### src/rtl/dec_onehot2bin.sv
// One-hot to binary decoder with valid/ready handshakes and a 2-entry output FIFO.
// Optional saturating multi-hot counter on err_cnt when ERR_CNT_EN is defined.
module dec_onehot2bin #(
  parameter int N = 15,
  parameter int W = 4
`ifdef ERR_CNT_EN
  ,
  parameter int CNT_W = 8
`endif
) (
  input  logic             clk,
  input  logic             rst,
  input  logic             in_valid,
  output logic             in_ready,
  input  logic [N-1:0]     in,
  output logic             out_valid,
  input  logic             out_ready,
  output logic [W-1:0]     out,
`ifdef ERR_CNT_EN
  output logic [CNT_W-1:0] err_cnt,
`endif
  output logic             err
);

  typedef enum logic [1:0] {EMPTY, ONE, TWO} occ_e;

  occ_e           state_q, state_d;
  logic           in_ready_q, out_valid_q;
  logic [W-1:0]   head_code_q, tail_code_q;
  logic           head_err_q, tail_err_q;
  logic [W-1:0]   dec_code;
  logic           dec_err;
  logic           push, pop;

  assign push = in_valid & in_ready_q;
  assign pop  = out_valid_q & out_ready;

  // Lowest set bit wins, so multi-hot words still yield a deterministic code.
  always_comb begin
    // NOTE: every always_comb output gets a default first so no latch is inferred.
    dec_code = W'(N);
    dec_err  = |(in & (in - N'(1)));
    for (int k = N - 1; k >= 0; k--) begin
      if (in[k]) dec_code = W'(k);
    end
  end

  always_comb begin
    state_d = state_q;
    unique case (state_q)
      EMPTY: if (push) state_d = ONE;
      ONE: begin
        if (push && !pop)      state_d = TWO;
        else if (!push && pop) state_d = EMPTY;
      end
      TWO:     if (pop) state_d = ONE;
      default: state_d = EMPTY;
    endcase
  end

  always_ff @(posedge clk) begin
    if (!rst) begin
      // NOTE: sequential state uses non-blocking assignments only, so every
      // register samples pre-edge values regardless of statement order.
      state_q     <= EMPTY;
      in_ready_q  <= 1'b1;
      out_valid_q <= 1'b0;
      head_code_q <= '0;
      head_err_q  <= 1'b0;
      tail_code_q <= '0;
      tail_err_q  <= 1'b0;
    end else begin
      state_q     <= state_d;
      in_ready_q  <= (state_d != TWO);
      out_valid_q <= (state_d != EMPTY);
      if (state_q == TWO) begin
        if (pop) begin
          head_code_q <= tail_code_q;
          head_err_q  <= tail_err_q;
        end
      end else if (push) begin
        // New word goes straight to head when the head is free or leaving now.
        if (state_q == EMPTY || pop) begin
          head_code_q <= dec_code;
          head_err_q  <= dec_err;
        end else begin
          tail_code_q <= dec_code;
          tail_err_q  <= dec_err;
        end
      end
    end
  end

`ifdef ERR_CNT_EN
  logic [CNT_W-1:0] err_cnt_q;

  always_ff @(posedge clk) begin
    if (!rst) begin
      err_cnt_q <= '0;
    end else if (push && dec_err && (err_cnt_q != '1)) begin
      err_cnt_q <= err_cnt_q + CNT_W'(1);
    end
  end

  assign err_cnt = err_cnt_q;
`endif

  assign in_ready  = in_ready_q;
  assign out_valid = out_valid_q;
  assign out       = head_code_q;
  assign err       = head_err_q;

endmodule

### config.mk
export PLATFORM = sky130hd
export DESIGN_NAME = dec_onehot2bin
export DESIGN_NICKNAME = d
export VERILOG_FILES = /design/src/rtl/dec_onehot2bin.sv
export SDC_FILE = /design/constraint.sdc
export NUM_CORES = 1
export LEC_CHECK = 0
export ABC_CLOCK_PERIOD_IN_PS = 3500
export CAP_MARGIN = 25
export CORE_MARGIN = 2
export CORE_UTILIZATION = 45
export DETAILED_ROUTE_END_ITERATION = 8
export PLACE_DENSITY = 0.73
export SYNTH_ARGS = -nofsm -noshare
export SYNTH_HDL_FRONTEND = slang
export SYNTH_SLANG_ARGS = --single-unit
### constraint.sdc
create_clock -name clk -period 3.5 [get_ports clk]
set_input_delay 1.05 -clock clk [delete_from_list [all_inputs] [get_ports clk]]
set_output_delay 1.05 -clock clk [all_outputs]
set_load 0.02 [all_outputs]
---- After elaboration in Yosys (flattened, before gate mapping) ----
Index checks and enable logic that the tools add are counted.
operators by class
  add/subtract/negate cells ............... 1
  equal/unequal tests ..................... 4
  muxes and demuxes ....................... 28
  bitwise operators ....................... 5
  reduce and logical (&&, ||, !) cells .... 12
operators with widths
  operator               number
  $mux 4                 18
  $and 15x15->15         1
  $reduce_or 15->1       1
  $sub 15x1->15 const B  1
  $mux 2                 4
  $pmux 2 s3             1
  $reduce_and 3->1       2
  $reduce_bool 2->1      3
  $mux 1                 5
  $ne 2x2->1 const B     2
  $and 1x1->1            2
  $eq 2x1->1 const B     1
  $eq 2x2->1 const B     1
  $logic_and 1x1->1      2
  $logic_not 1->1        2
  $logic_not 2->1        1
  $not 1->1              2
  $logic_or 1x1->1       1
storage, ports and cells
  register bits after elaboration ......... 14
  bits of input ports ..................... 19

---- Longest topological paths before layout ----
  word-level depth ........................ 18
  mapped depth ............................ 7
  depth with buffers taken out ............ 6

---- Worst setup path after synthesis ----
OpenSTA, ideal clock, no wires.
  kind .................................... input -> register
  from .................................... input in[1]
  to ...................................... register head_err_q, in the netlist err
  arrival time ............................ 2684 ps
  required time ........................... 3370 ps
  setup slack ............................. 686 ps
  cell stages on the path ................. 7
  path buffers ............................ 1
  cell sequence ........................... or3_1 -> or2_1 -> buf_6 -> maj3_2 -> o31a_1 -> nor4_4 -> o22ai_1
between the ends
  cells in the longest elaborated chain, start to end .. 6
ends and longest elaborated chain
  element                 line  source
  start: declaration      15    input logic [N-1:0] in,
  $sub 15x1->15           42    dec_err = |(in & (in - N'(1)));
  $and 15x15->15 *        42
  $reduce_or 15->1 *      42
  $mux 1 *                83    if (state_q == EMPTY || pop) begin
  $mux 1 *                81    end else if (push) begin
  $mux 1 *                76    if (state_q == TWO) begin
  end signal: assignment  79    head_err_q <= tail_err_q;
  end signal: assignment  85    head_err_q <= dec_err;
  end: declaration        30    logic head_err_q, tail_err_q;
Mark *: on every way between the ends. The rest lies on a longest branch, timed or not. The select of a mux whose other input is x is not followed.
A chain may end at the register's enable or synchronous reset.

---- Worst setup path in the final report ----
  from .................................... input in[1]
  to ...................................... register tail_err_q
between the ends
  cells in the longest elaborated chain, start to end .. 3
ends and longest elaborated chain
  element                 line  source
  $sub 15x1->15           42
  $and 15x15->15 *        42
  $reduce_or 15->1 *      42
  end signal: assignment  88    tail_err_q <= dec_err;
  end: declaration        30
Mark *: on every way between the ends. The rest lies on a longest branch, timed or not.

==> results_tabular.tex <==
\begin{tabular}{lr}
\hline
Metric & Value \\
\hline
\multicolumn{2}{l}{\textbf{Synthesis}} \\
\quad Number of enable flip-flop cells after synthesis & 0 \\
\quad Share of synthesized area occupied by flip-flops and latches & about a third \\
\quad Cell area after technology mapping & 857 sq um \\
\quad Main synth FF type & sky130\_fd\_sc\_hd\_\_dfxtp\_1 \\
\quad Mean post-synth cell area & 7.65 sq um \\
\quad Seq cells post-synth & 14 \\
\quad Net count of the mapped netlist & 131 \\
\quad Most common cell in the synthesized netlist & sky130\_fd\_sc\_hd\_\_nor2\_1 \\
\quad Mapped Cells & between 100 and 150 \\
\quad Top post-synthesis cells by area & sky130\_fd\_sc\_hd\_\_dfxtp\_1 33\%, sky130\_fd\_sc\_hd\_\_nor2\_1 8.3\%, sky130\_fd\_sc\_hd\_\_a21oi\_1 5.3\% \\
\quad Cell taking the most area after synthesis & sky130\_fd\_sc\_hd\_\_dfxtp\_1 \\
\quad Area share of the leading cell type in the synthesized netlist & approximately 33\% \\
\quad Async SR Flop Fraction & 0\% \\
\quad Post-synthesis cell type count & 33 \\
\quad Synth cell count leaders & 19 x sky130\_fd\_sc\_hd\_\_nor2\_1, 14 x sky130\_fd\_sc\_hd\_\_dfxtp\_1, 12 x sky130\_fd\_sc\_hd\_\_nand2\_1, 9 x sky130\_fd\_sc\_hd\_\_a21oi\_1, 6 x sky130\_fd\_sc\_hd\_\_inv\_1 \\
\quad Warning count from the yosys run & 0 \\
\multicolumn{2}{l}{\textbf{Clock tree}} \\
\quad Buffer cell driving the clock tree root & sky130\_fd\_sc\_hd\_\_clkbuf\_4 \\
\quad CTS tree & built \\
\quad CTS resizes & 0 \\
\quad Quantity of hold-fixing buffers added after cts & 0 \\
\quad Total CTS buffers & 3 \\
\quad Worst-skew pair later-pin latency & about 0.28 ns \\
\quad Clock buffer depth & 2 \\
\quad Total number of H-tree levels & 1 \\
\quad Number of post-CTS setup repair buffers & 0 \\
\quad Clock transition at path regs & 0.08 ns \\
\quad CTS sink cnt & 14 \\
\multicolumn{2}{l}{\textbf{GRT}} \\
\quad First-pass GRT wire length & 3.39 mm \\
\quad Highest-utilization routing layer at the global route stage & met2 \\
\quad Total congestion overflow & 0 \\
\quad Maximum number of pins on one net before global-route repair & 11 \\
\quad Global Route met1 Usage & about 27\% \\
\quad Met2 usage & between 30\% and 40\% \\
\quad Initial antenna violation count & 0 \\
\quad Global-route met3 utilization & 4.15\% \\
\quad Global-route usage over all layers & 21.4\% \\
\quad Number of global-route vias before repair & 810 \\
\multicolumn{2}{l}{\textbf{Detailed routing}} \\
\quad Routed wire length per instance & 13.0 microns \\
\quad Via Count & 920 \\
\quad DRC violation total after the first TritonRoute iteration & 37 \\
\quad Total iterations of the first detailed-routing run & 4 \\
\quad Count of antenna-violating nets left after detailed routing & 0 \\
\quad Per-cell via count in the routed design & 5.61 \\
\quad DRC & 0 \\
\quad Total wirelength of the detailed-routed design & 2.13 mm \\
\multicolumn{2}{l}{\textbf{Timing}} \\
\quad Slew at the pin with the worst max-slew slack & $\sim$0.66 ns \\
\quad RSZ-0062 raised after global routing & false \\
\quad Setup Skew & 0.00394 ns \\
\quad Pins over their slew limit & 0 \\
\quad Total setup violations reported at the end of the flow & 0 \\
\quad Final Hold Viols & 0 \\
\quad Maximum achievable frequency & 328 MHz \\
\quad Final worst hold slack & 0.473 ns \\
\quad Minimum period implied by the final worst setup slack & 3.05 ns \\
\quad Max transition margin & 54.8\% \\
\quad Final sum of negative setup slack & 0 ns \\
\quad Final worst-path cycle share & between 80\% and 90\% \\
\quad Crit path setup slack, layout & between 0.4 and 0.5 ns \\
\multicolumn{2}{l}{\textbf{Final layout}} \\
\quad Fillers & 169 \\
\quad Non-Filler Cell Area, Final & 1150 sq um \\
\quad Footprint of the multi-input gates & about 540 sq um \\
\quad Antenna diodes & 0 \\
\quad Non-filler instance count after layout & 164 \\
\quad Fraction of final layout cells sized beyond drive strength 1 & approximately 4.3\% \\
\quad Area added between synthesis and finish & 34.6\% \\
\quad Net count reported at finish & 160 \\
\quad Combined flip-flop and latch cell area & 280 sq um \\
\multicolumn{2}{l}{\textbf{Setup path}} \\
\quad Crit path cell chain & clkdlybuf4s50\_1 -> or3\_1 -> or2\_1 -> maj3\_2 -> o31a\_1 -> nor4\_4 -> a21oi\_1 \\
\quad WP data arrival & 3.19 ns \\
\quad Max stage delay cell, worst path & sky130\_fd\_sc\_hd\_\_clkdlybuf4s50\_1 \\
\quad Worst Setup End Kind & register \\
\quad Last element of the critical path & tail\_err\_q \\
\quad Cell depth of the worst flop-to-flop path & 6 \\
\quad Type of the setup path with the least slack & input pin to register \\
\quad Worst setup path start & in[1] \\
\quad End of the worst register-to-register path & out[0] \\
\quad Start of the worst register-to-register path & state\_q[0] \\
\quad Reg2reg setup slack & 2.02 ns \\
\quad Worst endpoint required time & 3.64 ns \\
\quad Largest stage delay, worst path & 0.46 ns \\
\quad WP buf/inv & 1 \\
\quad CP startpoint kind & input pin \\
\quad WP depth & 7 \\
\quad Top fanout value on the critical path & 6 \\
\quad Top Family by Delay on Critical Path & simple AND/OR/NAND/NOR gates \\
\multicolumn{2}{l}{\textbf{Placed design}} \\
\quad Global placement routability congestion & $\sim$0.8 \\
\quad Area post-placement & approximately 1100 sq um \\
\quad Port Buf Inserts & 25 \\
\quad Placed cells & $\sim$160 \\
\quad Placement Setup Slack & approximately 0.17 ns \\
\quad Estimated wirelength of the detail-placed design & approximately 1.7 mm \\
\multicolumn{2}{l}{\textbf{Pwr}} \\
\quad Total power divided by cell area & 349 nW/um\^{}2 \\
\quad Max IR drop VDD & 0.222 mV \\
\quad Pleak & 0.430 nW \\
\multicolumn{2}{l}{\textbf{Floorplanning}} \\
\quad Initial core utilization & 48.6\% \\
\quad Die outline width & approximately 48 microns \\
\quad Number of top-level pins & 26 \\
\quad Overall die height & 47.6 microns \\
\quad Core area & around 1800 sq um \\
\quad Row count & 15 \\
\quad Die ar. & 2270 sq um \\
\multicolumn{2}{l}{\textbf{Flow run}} \\
\quad Maximum Capacitance Violations & 0 \\
\multicolumn{2}{l}{\textbf{Min path}} \\
\quad Type of the tightest min-delay check & register to register \\
\quad WHS Path Cells & 2 \\
\multicolumn{2}{l}{\textbf{Outcome}} \\
\quad Outcome & finished clean \\
\hline
\end{tabular}
-- tightest hold or removal path, cell delays in order, from the launching register on --
cell and delay, ns:
sky130_fd_sc_hd__dfxtp_1 0.32, sky130_fd_sc_hd__nand2_1 0.05, sky130_fd_sc_hd__o21ai_0 0.06
-- flip-flops by register name, summed over array words and instances, names as in the netlist --
register / flops
state_q: 2
out_valid: 1
tail_err_q: 1
out: 4
tail_code_q: 4
err: 1
in_ready: 1
-- cells in the final DEF, fill, tap and decap left out, types with 2 or more instances in the layout --
| master | instances |
|---|---|
| sky130_fd_sc_hd__a311oi_1 | 3 |
| sky130_fd_sc_hd__dfxtp_1 | 14 |
| sky130_fd_sc_hd__nor3_1 | 2 |
| sky130_fd_sc_hd__mux2i_1 | 4 |
| sky130_fd_sc_hd__nor2b_1 | 3 |
| sky130_fd_sc_hd__or3_1 | 2 |
| sky130_fd_sc_hd__nand2_1 | 12 |
| sky130_fd_sc_hd__clkbuf_4 | 3 |
| sky130_fd_sc_hd__clkdlybuf4s50_1 | 25 |
| sky130_fd_sc_hd__o21bai_1 | 2 |
| sky130_fd_sc_hd__a21o_1 | 2 |
| sky130_fd_sc_hd__o22ai_1 | 2 |
| sky130_fd_sc_hd__o21ai_0 | 5 |
| sky130_fd_sc_hd__a21oi_1 | 9 |
| sky130_fd_sc_hd__o31a_1 | 3 |
| sky130_fd_sc_hd__nand2b_1 | 2 |
| sky130_fd_sc_hd__nand3_1 | 4 |
| sky130_fd_sc_hd__maj3_1 | 2 |
| sky130_fd_sc_hd__nor2_1 | 19 |
| sky130_fd_sc_hd__inv_1 | 6 |
| sky130_fd_sc_hd__a211oi_1 | 2 |
-- report_power, final --
| part | switching (mW) | internal [mW] |
|---|---|---|
| Combinational | 0.0654 | 0.0634 |
| Clock | 0.0478 | 0.0399 |
| Sequential | 0.0121 | 0.174 |
-- worst min-delay path by stage --
stage	endpoint	slack, ns	from
after floorplan	out[2]	0.45	tail_code_q[2]
after global placement	out[0]	0.45	out[0]
after CTS	out[0]	0.47	out[0]
after global routing	out[2]	0.52	tail_code_q[2]
after detailed placement	out[0]	0.46	out[0]
final	out[0]	0.47	out[0]
-- routing by layer --
layer	vias to the layer above	wire length, microns
met4	0	37
li1	466	-
met1	422	927
met5	-	0
met2	26	1030
met3	6	131
-- cell families (layout without fill, tap and decap cells) --
family	Yosys count	after routing	share of synthesized area, %
multiplexers	4	4	4.67
buffers and inverters	8	35	4.38
adder cells (fa/ha/maj)	3	3	3.65
flip-flops	14	14	32.7
AND/OR/NAND/NOR	48	48	26.9
AO/OA/AOI/OAI	35	35	27.7
-- layout make-up --
type                    instances  share of cell area [%]
inverters                       6                    1.95
repair buffers                 26                    22.3
clock buffers                   3                    1.95
multi-input cells              90                    46.7
well taps                      25                    2.71
flip-flops and latches         14                    24.3
-- through the flow --
step | utilization (%) | power, mW
global route | 65.4 | 0.424
CTS | 65.4 | 0.404
detailed placement | 64.1 | 0.318
floorplan | - | 0.254
finish | 65.4 | 0.403
global placement | 64.1 | 0.315
(Power assumes the default switching activity.)
